### src/rtl/btb_predictor.sv
// Direct-mapped branch target buffer with per-entry saturating direction counters.
// Lookup is combinational; training, flush and statistics are updated on the rising clock edge.
module btb_predictor #(
   parameter int XLEN      = 32,
   parameter int ENTRIES   = 64,
   parameter int TAG_BITS  = 10,
   parameter int CTR_BITS  = 2,
   parameter int PRED_MODE = 1
) (
   input  logic            clk,
   input  logic            rst,
   input  logic [XLEN-1:0] pc_if,
   output logic            pred_hit,
   output logic            pred_taken,
   output logic [XLEN-1:0] pred_next_pc,
   input  logic            upd_valid,
   input  logic [XLEN-1:0] upd_pc,
   input  logic            upd_taken,
   input  logic [XLEN-1:0] upd_target,
   input  logic            upd_pred_taken,
   input  logic [XLEN-1:0] upd_pred_target,
   input  logic            flush,
   output logic            mispredict,
   output logic [31:0]     branch_count,
   output logic [31:0]     mispredict_count
);

   localparam int IDX = $clog2(ENTRIES);
   localparam logic [CTR_BITS-1:0] CTR_MAX  = {CTR_BITS{1'b1}};
   localparam logic [CTR_BITS-1:0] CTR_ZERO = {CTR_BITS{1'b0}};
   localparam logic [CTR_BITS-1:0] CTR_WEAK = CTR_BITS'(1) << (CTR_BITS - 1);

   logic                valid_q [ENTRIES];
   logic [TAG_BITS-1:0] tag_q   [ENTRIES];
   logic [XLEN-1:0]     tgt_q   [ENTRIES];
   logic [CTR_BITS-1:0] ctr_q   [ENTRIES];

   logic [31:0] branch_count_q, branch_count_d;
   logic [31:0] mispredict_count_q, mispredict_count_d;

   logic [IDX-1:0]      lk_idx_s, up_idx_s;
   logic [TAG_BITS-1:0] lk_tag_s, up_tag_s;
   logic                up_hit_s;
   logic                unused_pc_bits_s;

   function automatic logic [CTR_BITS-1:0] ctr_inc(input logic [CTR_BITS-1:0] c);
      if (c == CTR_MAX) return c;
      else              return c + CTR_BITS'(1);
   endfunction

   function automatic logic [CTR_BITS-1:0] ctr_dec(input logic [CTR_BITS-1:0] c);
      if (c == CTR_ZERO) return c;
      else               return c - CTR_BITS'(1);
   endfunction

   assign lk_idx_s = pc_if[IDX+1:2];
   assign lk_tag_s = pc_if[IDX+1+TAG_BITS:IDX+2];
   assign up_idx_s = upd_pc[IDX+1:2];
   assign up_tag_s = upd_pc[IDX+1+TAG_BITS:IDX+2];
   assign up_hit_s = valid_q[up_idx_s] && (tag_q[up_idx_s] == up_tag_s);
   // Byte-offset and high PC bits take no part in indexing or tagging.
   assign unused_pc_bits_s = ^{pc_if, upd_pc};

   assign branch_count     = branch_count_q;
   assign mispredict_count = mispredict_count_q;

   // Fetch-side lookup sees the table as it stood before this cycle's edge.
   always_comb begin
      pred_hit     = 1'b0;
      pred_taken   = 1'b0;
      pred_next_pc = pc_if + XLEN'(4);
      pred_hit = valid_q[lk_idx_s] && (tag_q[lk_idx_s] == lk_tag_s);
      if (PRED_MODE == 1) begin
         pred_taken = pred_hit & ctr_q[lk_idx_s][CTR_BITS-1];
      end else begin
         pred_taken = 1'b0;
      end
      if (pred_taken) begin
         pred_next_pc = tgt_q[lk_idx_s];
      end else begin
         pred_next_pc = pc_if + XLEN'(4);
      end
   end

   // Redirect request: wrong direction, or taken with a wrong target.
   always_comb begin
      mispredict = upd_valid & ((upd_taken != upd_pred_taken) |
                   (upd_taken & upd_pred_taken & (upd_target != upd_pred_target)));
   end

   // Saturating statistics next-state.
   always_comb begin
      branch_count_d     = branch_count_q;
      mispredict_count_d = mispredict_count_q;
      if (upd_valid && (branch_count_q != 32'hFFFF_FFFF)) begin
         branch_count_d = branch_count_q + 32'd1;
      end else begin
         branch_count_d = branch_count_q;
      end
      if (mispredict && (mispredict_count_q != 32'hFFFF_FFFF)) begin
         mispredict_count_d = mispredict_count_q + 32'd1;
      end else begin
         mispredict_count_d = mispredict_count_q;
      end
   end

   // Statistics registers; they keep counting even when a flush drops the update.
   always_ff @(posedge clk) begin
      if (rst) begin
         branch_count_q     <= 32'd0;
         mispredict_count_q <= 32'd0;
      end else begin
         branch_count_q     <= branch_count_d;
         mispredict_count_q <= mispredict_count_d;
      end
   end

   // Table training: flush wins over a same-cycle update, reset wins over both.
   always_ff @(posedge clk) begin
      if (rst) begin
         for (int i = 0; i < ENTRIES; i++) begin
            valid_q[i] <= 1'b0;
            ctr_q[i]   <= CTR_ZERO;
         end
      end else if (flush) begin
         for (int i = 0; i < ENTRIES; i++) begin
            valid_q[i] <= 1'b0;
         end
      end else if (upd_valid) begin
         if (up_hit_s) begin
            if (upd_taken) begin
               ctr_q[up_idx_s] <= ctr_inc(ctr_q[up_idx_s]);
               tgt_q[up_idx_s] <= upd_target;
            end else begin
               ctr_q[up_idx_s] <= ctr_dec(ctr_q[up_idx_s]);
            end
         end else if (upd_taken) begin
            valid_q[up_idx_s] <= 1'b1;
            tag_q[up_idx_s]   <= up_tag_s;
            tgt_q[up_idx_s]   <= upd_target;
            ctr_q[up_idx_s]   <= CTR_WEAK;
         end
      end
   end

endmodule

### config.mk
export PLATFORM = sky130hd
export DESIGN_NAME = btb_predictor
export DESIGN_NICKNAME = d
export VERILOG_FILES = /design/src/rtl/btb_predictor.sv
export SDC_FILE = /design/constraint.sdc
export NUM_CORES = 2
export LEC_CHECK = 0
export ABC_CLOCK_PERIOD_IN_PS = 6640
export BUFFER_PORTS_ARGS = -buffer_cell sky130_fd_sc_hd__buf_2
export CORE_ASPECT_RATIO = 0.7
export CORE_MARGIN = 10
export CORE_UTILIZATION = 50
export DETAILED_ROUTE_END_ITERATION = 7
export PLACE_DENSITY_LB_ADDON = 0.12
export SETUP_SLACK_MARGIN = 0.02
export SYNTH_ARGS = -nofsm -noshare
export SYNTH_HDL_FRONTEND = slang
export SYNTH_SLANG_ARGS = --single-unit
### constraint.sdc
create_clock -name clk -period 6.64 [get_ports clk]
set_clock_uncertainty 0.15 [all_clocks]
set_input_delay 1.328 -clock clk [delete_from_list [all_inputs] [get_ports clk]]
set_output_delay 1.328 -clock clk [all_outputs]
set_load 0.02 [all_outputs]
==> impl_summary.md <==
STA
Setup repair after global routing left no endpoint under its margin. The hold violation total from the final report is 0. The final max-slew violation count is 0. The achievable clock frequency is 151 MHz. In the finished design, the share of the clock period the worst path needs comes to 0.994.

The final critical path time including I/O delays and setup is 6600 ps. The transition time of the tightest slew-check pin is 1400 ps. Headroom to the max-slew limit came out at 0.0601. After routing, the total negative slack on setup checks comes to 0 ps. The final setup violation count is 0.

Synthesis
The number of flip-flops and latches in the synthesized netlist is 2,944. After synthesis, the netlist uses 82 different library cells. The number of standard cells after synthesis is 5,876. sky130_fd_sc_hd__edfxtp_1 takes more of the synthesized area than any other cell. The post-synthesis instance area is 122,000 um2. The area share of the largest cell type after synthesis is 0.691. The commonest cells after synthesis are sky130_fd_sc_hd__edfxtp_1 (2,816), sky130_fd_sc_hd__mux4_2 (1,013), sky130_fd_sc_hd__clkbuf_1 (208).

Yosys printed 0 warnings. The most repeated cell in the gate-level netlist after synthesis is sky130_fd_sc_hd__edfxtp_1. The share of flip-flops with an asynchronous set or reset is 0. In this run, synthesis inferred 2,816 flip-flops with an integrated enable. Ranked by total cell area, the synthesized netlist is headed by sky130_fd_sc_hd__edfxtp_1 (69%), sky130_fd_sc_hd__mux4_2 (19%), sky130_fd_sc_hd__dfxtp_1 (2.1%), sky130_fd_sc_hd__mux2i_1 (1.6%), sky130_fd_sc_hd__nor3_1 (0.84%). Among all flip-flop cells after synthesis, the most frequent one is sky130_fd_sc_hd__edfxtp_1. The number of nets in the synthesized netlist is 6,014. The per-instance average area after synthesis is 20.8 um2. The share of the yosys chip area belonging to registers is 0.712.

Cells and area
After routing the design area is 140,000 um2. The area growth from synthesis to layout is 14.5%. The layout filler cell count is 17,700.

The post-layout net count is 6,564. Of the cells placed in the final design, the portion with a size suffix greater than 1 is 0.342.

Global routing
The total global routing overflow is 0. The maximum number of pins on one net before global-route repair is 81. The initial antenna violation count is 23.

Across every metal layer, demand over resource in global routing totals 0.260. The via count of the first global-routing pass is 63,400. The first global-routing pass estimated 491 mm of wire.

CTS
The count of hold-fix buffers inserted at cts is 0. The number of clock sinks seen by CTS is 2,944. TritonCTS built the clock tree. CTS placed an instance of sky130_fd_sc_hd__clkbuf_16 at the clock tree root. The number of H-tree branching levels is 5. Clock-pin slew was measured on the worst setup and hold paths at 60 ps. The number of buffers created by CTS is 290. The later pin in the worst-skew pair is clocked with a latency of 880 ps.

The maximum count of clock buffers along a single path is 4.

Worst setup path
The most frequent cell on the critical path is sky130_fd_sc_hd__mux4_2. The slowest stage cell on the critical path is sky130_fd_sc_hd__mux4_2. For the worst setup path, the data required time is 5160 ps.

Traced cell by cell, the critical path runs through buf_12 > buf_16 > buf_4 > mux4_2 > mux4_2 > mux4_2 > xnor2_1 > nand4_1 > nor3_4 > nand2_2 > buf_12 > mux2_4 > buf_2. The total buffers and inverters traversed by the critical path is 5. The arrival time at the worst endpoint is 5130 ps. STA classifies the critical path startpoint as an input port. The peak fanout along the critical path is 33. The worst setup path category is in -> out.

The kind of end point of the critical path is a primary output. The cell family contributing the most delay on the critical path is multiplexers. On the worst path, the slowest cell contributes a delay of 570 ps.

Hold path
The tightest min-delay check is of the reg -> reg type.

Die
The die covers 265,000 um2. In this run the count of I/O pins placed on the die edge is 233. The placeable core area is 243,000 um2. The initial utilization of the core area, before any placement, comes to 0.504. The floorplan has 151 rows. The die is 434 um tall. In this run the horizontal extent of the chip is 611 um.

Pwr
In this run the power density over the cells is 280 nW/um2. Overall power consumption after layout is estimated at 39,300 uW. The share of total power dissipated in sequential elements is 0.519. The net switching component of the power is 8610 uW. The internal power consumption is 30,600 uW.

In this run the static leakage power is 0.0447 uW. IR analysis of the VDD net gives a maximum drop of 0.000229 V. The portion of total power attributed to the clock network is 0.413. The switching power as a share of total power is 0.219. The part of the power in combinational logic is 0.068.

Placement
The weighted congestion reported at the end of routability-driven placement is 0.887. The placed cell area is 131,000 um2. The total of buffers placed on input and output ports is 216. The half-perimeter wire length after detailed placement is 218 mm.

Route
In this run, the number of DRC markers left after iteration 0 of detailed routing was 8,935. The total DRC errors in the routed layout is 0. After detailed routing, the total wire length is 351 mm. The mean routed wirelength per cell is 35.6 um. Using the TritonRoute via totals, the vias-per-cell ratio works out to 6.64. The count of nets left with antenna violations once routing finished came out at 0. The number of vias after detailed routing is 65,600. The number of optimization iterations in the first detailed-route pass is 6.

Job
The max capacitance violation total is 0.

Run status
The run finished with clean final reports.
routing by layer:
metal,track usage,vias up,part of all wire
met5,0.00467,-,0.00054
met4,0.0609,4,0.024
met3,0.0876,495,0.12
met2,0.366,3504,0.43
met1,0.395,35400,0.42
li1,-,26100,-
registers in the layout, indices dropped and copies added (netlist names):
name              count
tgt_q              2048
ctr_q               128
valid_q              64
mispredict_count     32
tag_q               640
branch_count         32
what timing repair did:
item	4_1_cts	5_1_grt
buffers inserted	4	14
cloned	0	1
endpoints found under the setup margin	3	31
pin swaps	1	2
gates resized for setup	3	8
placed cells by master (no fill, tap or decap), drive strengths merged, types with 66 or more instances in the layout:
cell type     n
edfxtp     2816
nand2       105
mux2i       201
nand3        76
xnor2        90
nor2        170
dfxtp       128
buf         679
a22oi        86
clkbuf      361
a32o         66
mux4       1013
nor3        207
clkinv      112
path summary, 6_finish.rpt:
| check | startpoint | endpoint | slack, ps | cells after the start |
|---|---|---|---|---|
| min reg2reg | valid_q[38] | valid_q[38] | 340 | 1 |
| min | valid_q[38] | valid_q[38] | 340 | 1 |
| max reg2reg | tag_q[30][6] | ctr_q[37][1] | 1640 | 11 |
| max | pc_if[2] | pred_next_pc[17] | 40 | 13 |
power by group through the flow:
stage | combinational [uW] | sequential [uW] | clock [uW]
after global placement | 2590 | 20800 | 0
final | 2670 | 20400 | 16200
after CTS | 2630 | 20400 | 16400
after detailed placement | 2620 | 20800 | 0
after global routing | 2790 | 20400 | 17200
after floorplan | 1410 | 20800 | 0
per-stage QoR:
step                      utilization  instances  hold slack, ps  worst slack, ps
after CTS                       0.577       9846             340             25.7
after global routing            0.577       9861             355             18.0
after detailed placement        0.539       9329             329             18.0
final                           0.577       9879             340             37.0
after floorplan                     -       5876             303              332
after global placement          0.539       9329             312             7.21
layout make-up:
| cell class | instances | area [um2] | share of cell area |
|---|---|---|---|
| Clock buffer | 360 | 7750 | 0.0553 |
| Tap cell | 3213 | 4020 | 0.0287 |
| Sequential cell | 2944 | 87100 | 0.621 |
| Inverter | 22 | 82.6 | 0.000589 |
| Timing Repair Buffer | 680 | 5850 | 0.0418 |
| Multi-Input combinational cell | 2488 | 33900 | 0.242 |
| Antenna cell | 19 | 47.5 | 0.000339 |
| Clock inverter | 153 | 1390 | 0.00990 |
cell families after synthesis:
kind of cell	after synthesis	synth area share
compound gates	371	0.0237
xor+xnor	134	0.00959
simple gates	720	0.0295
fa+ha+maj	4	0.000409
flops	2944	0.712
mux	1259	0.208
buf+inv	444	0.0175
(Power assumes the default switching activity.)
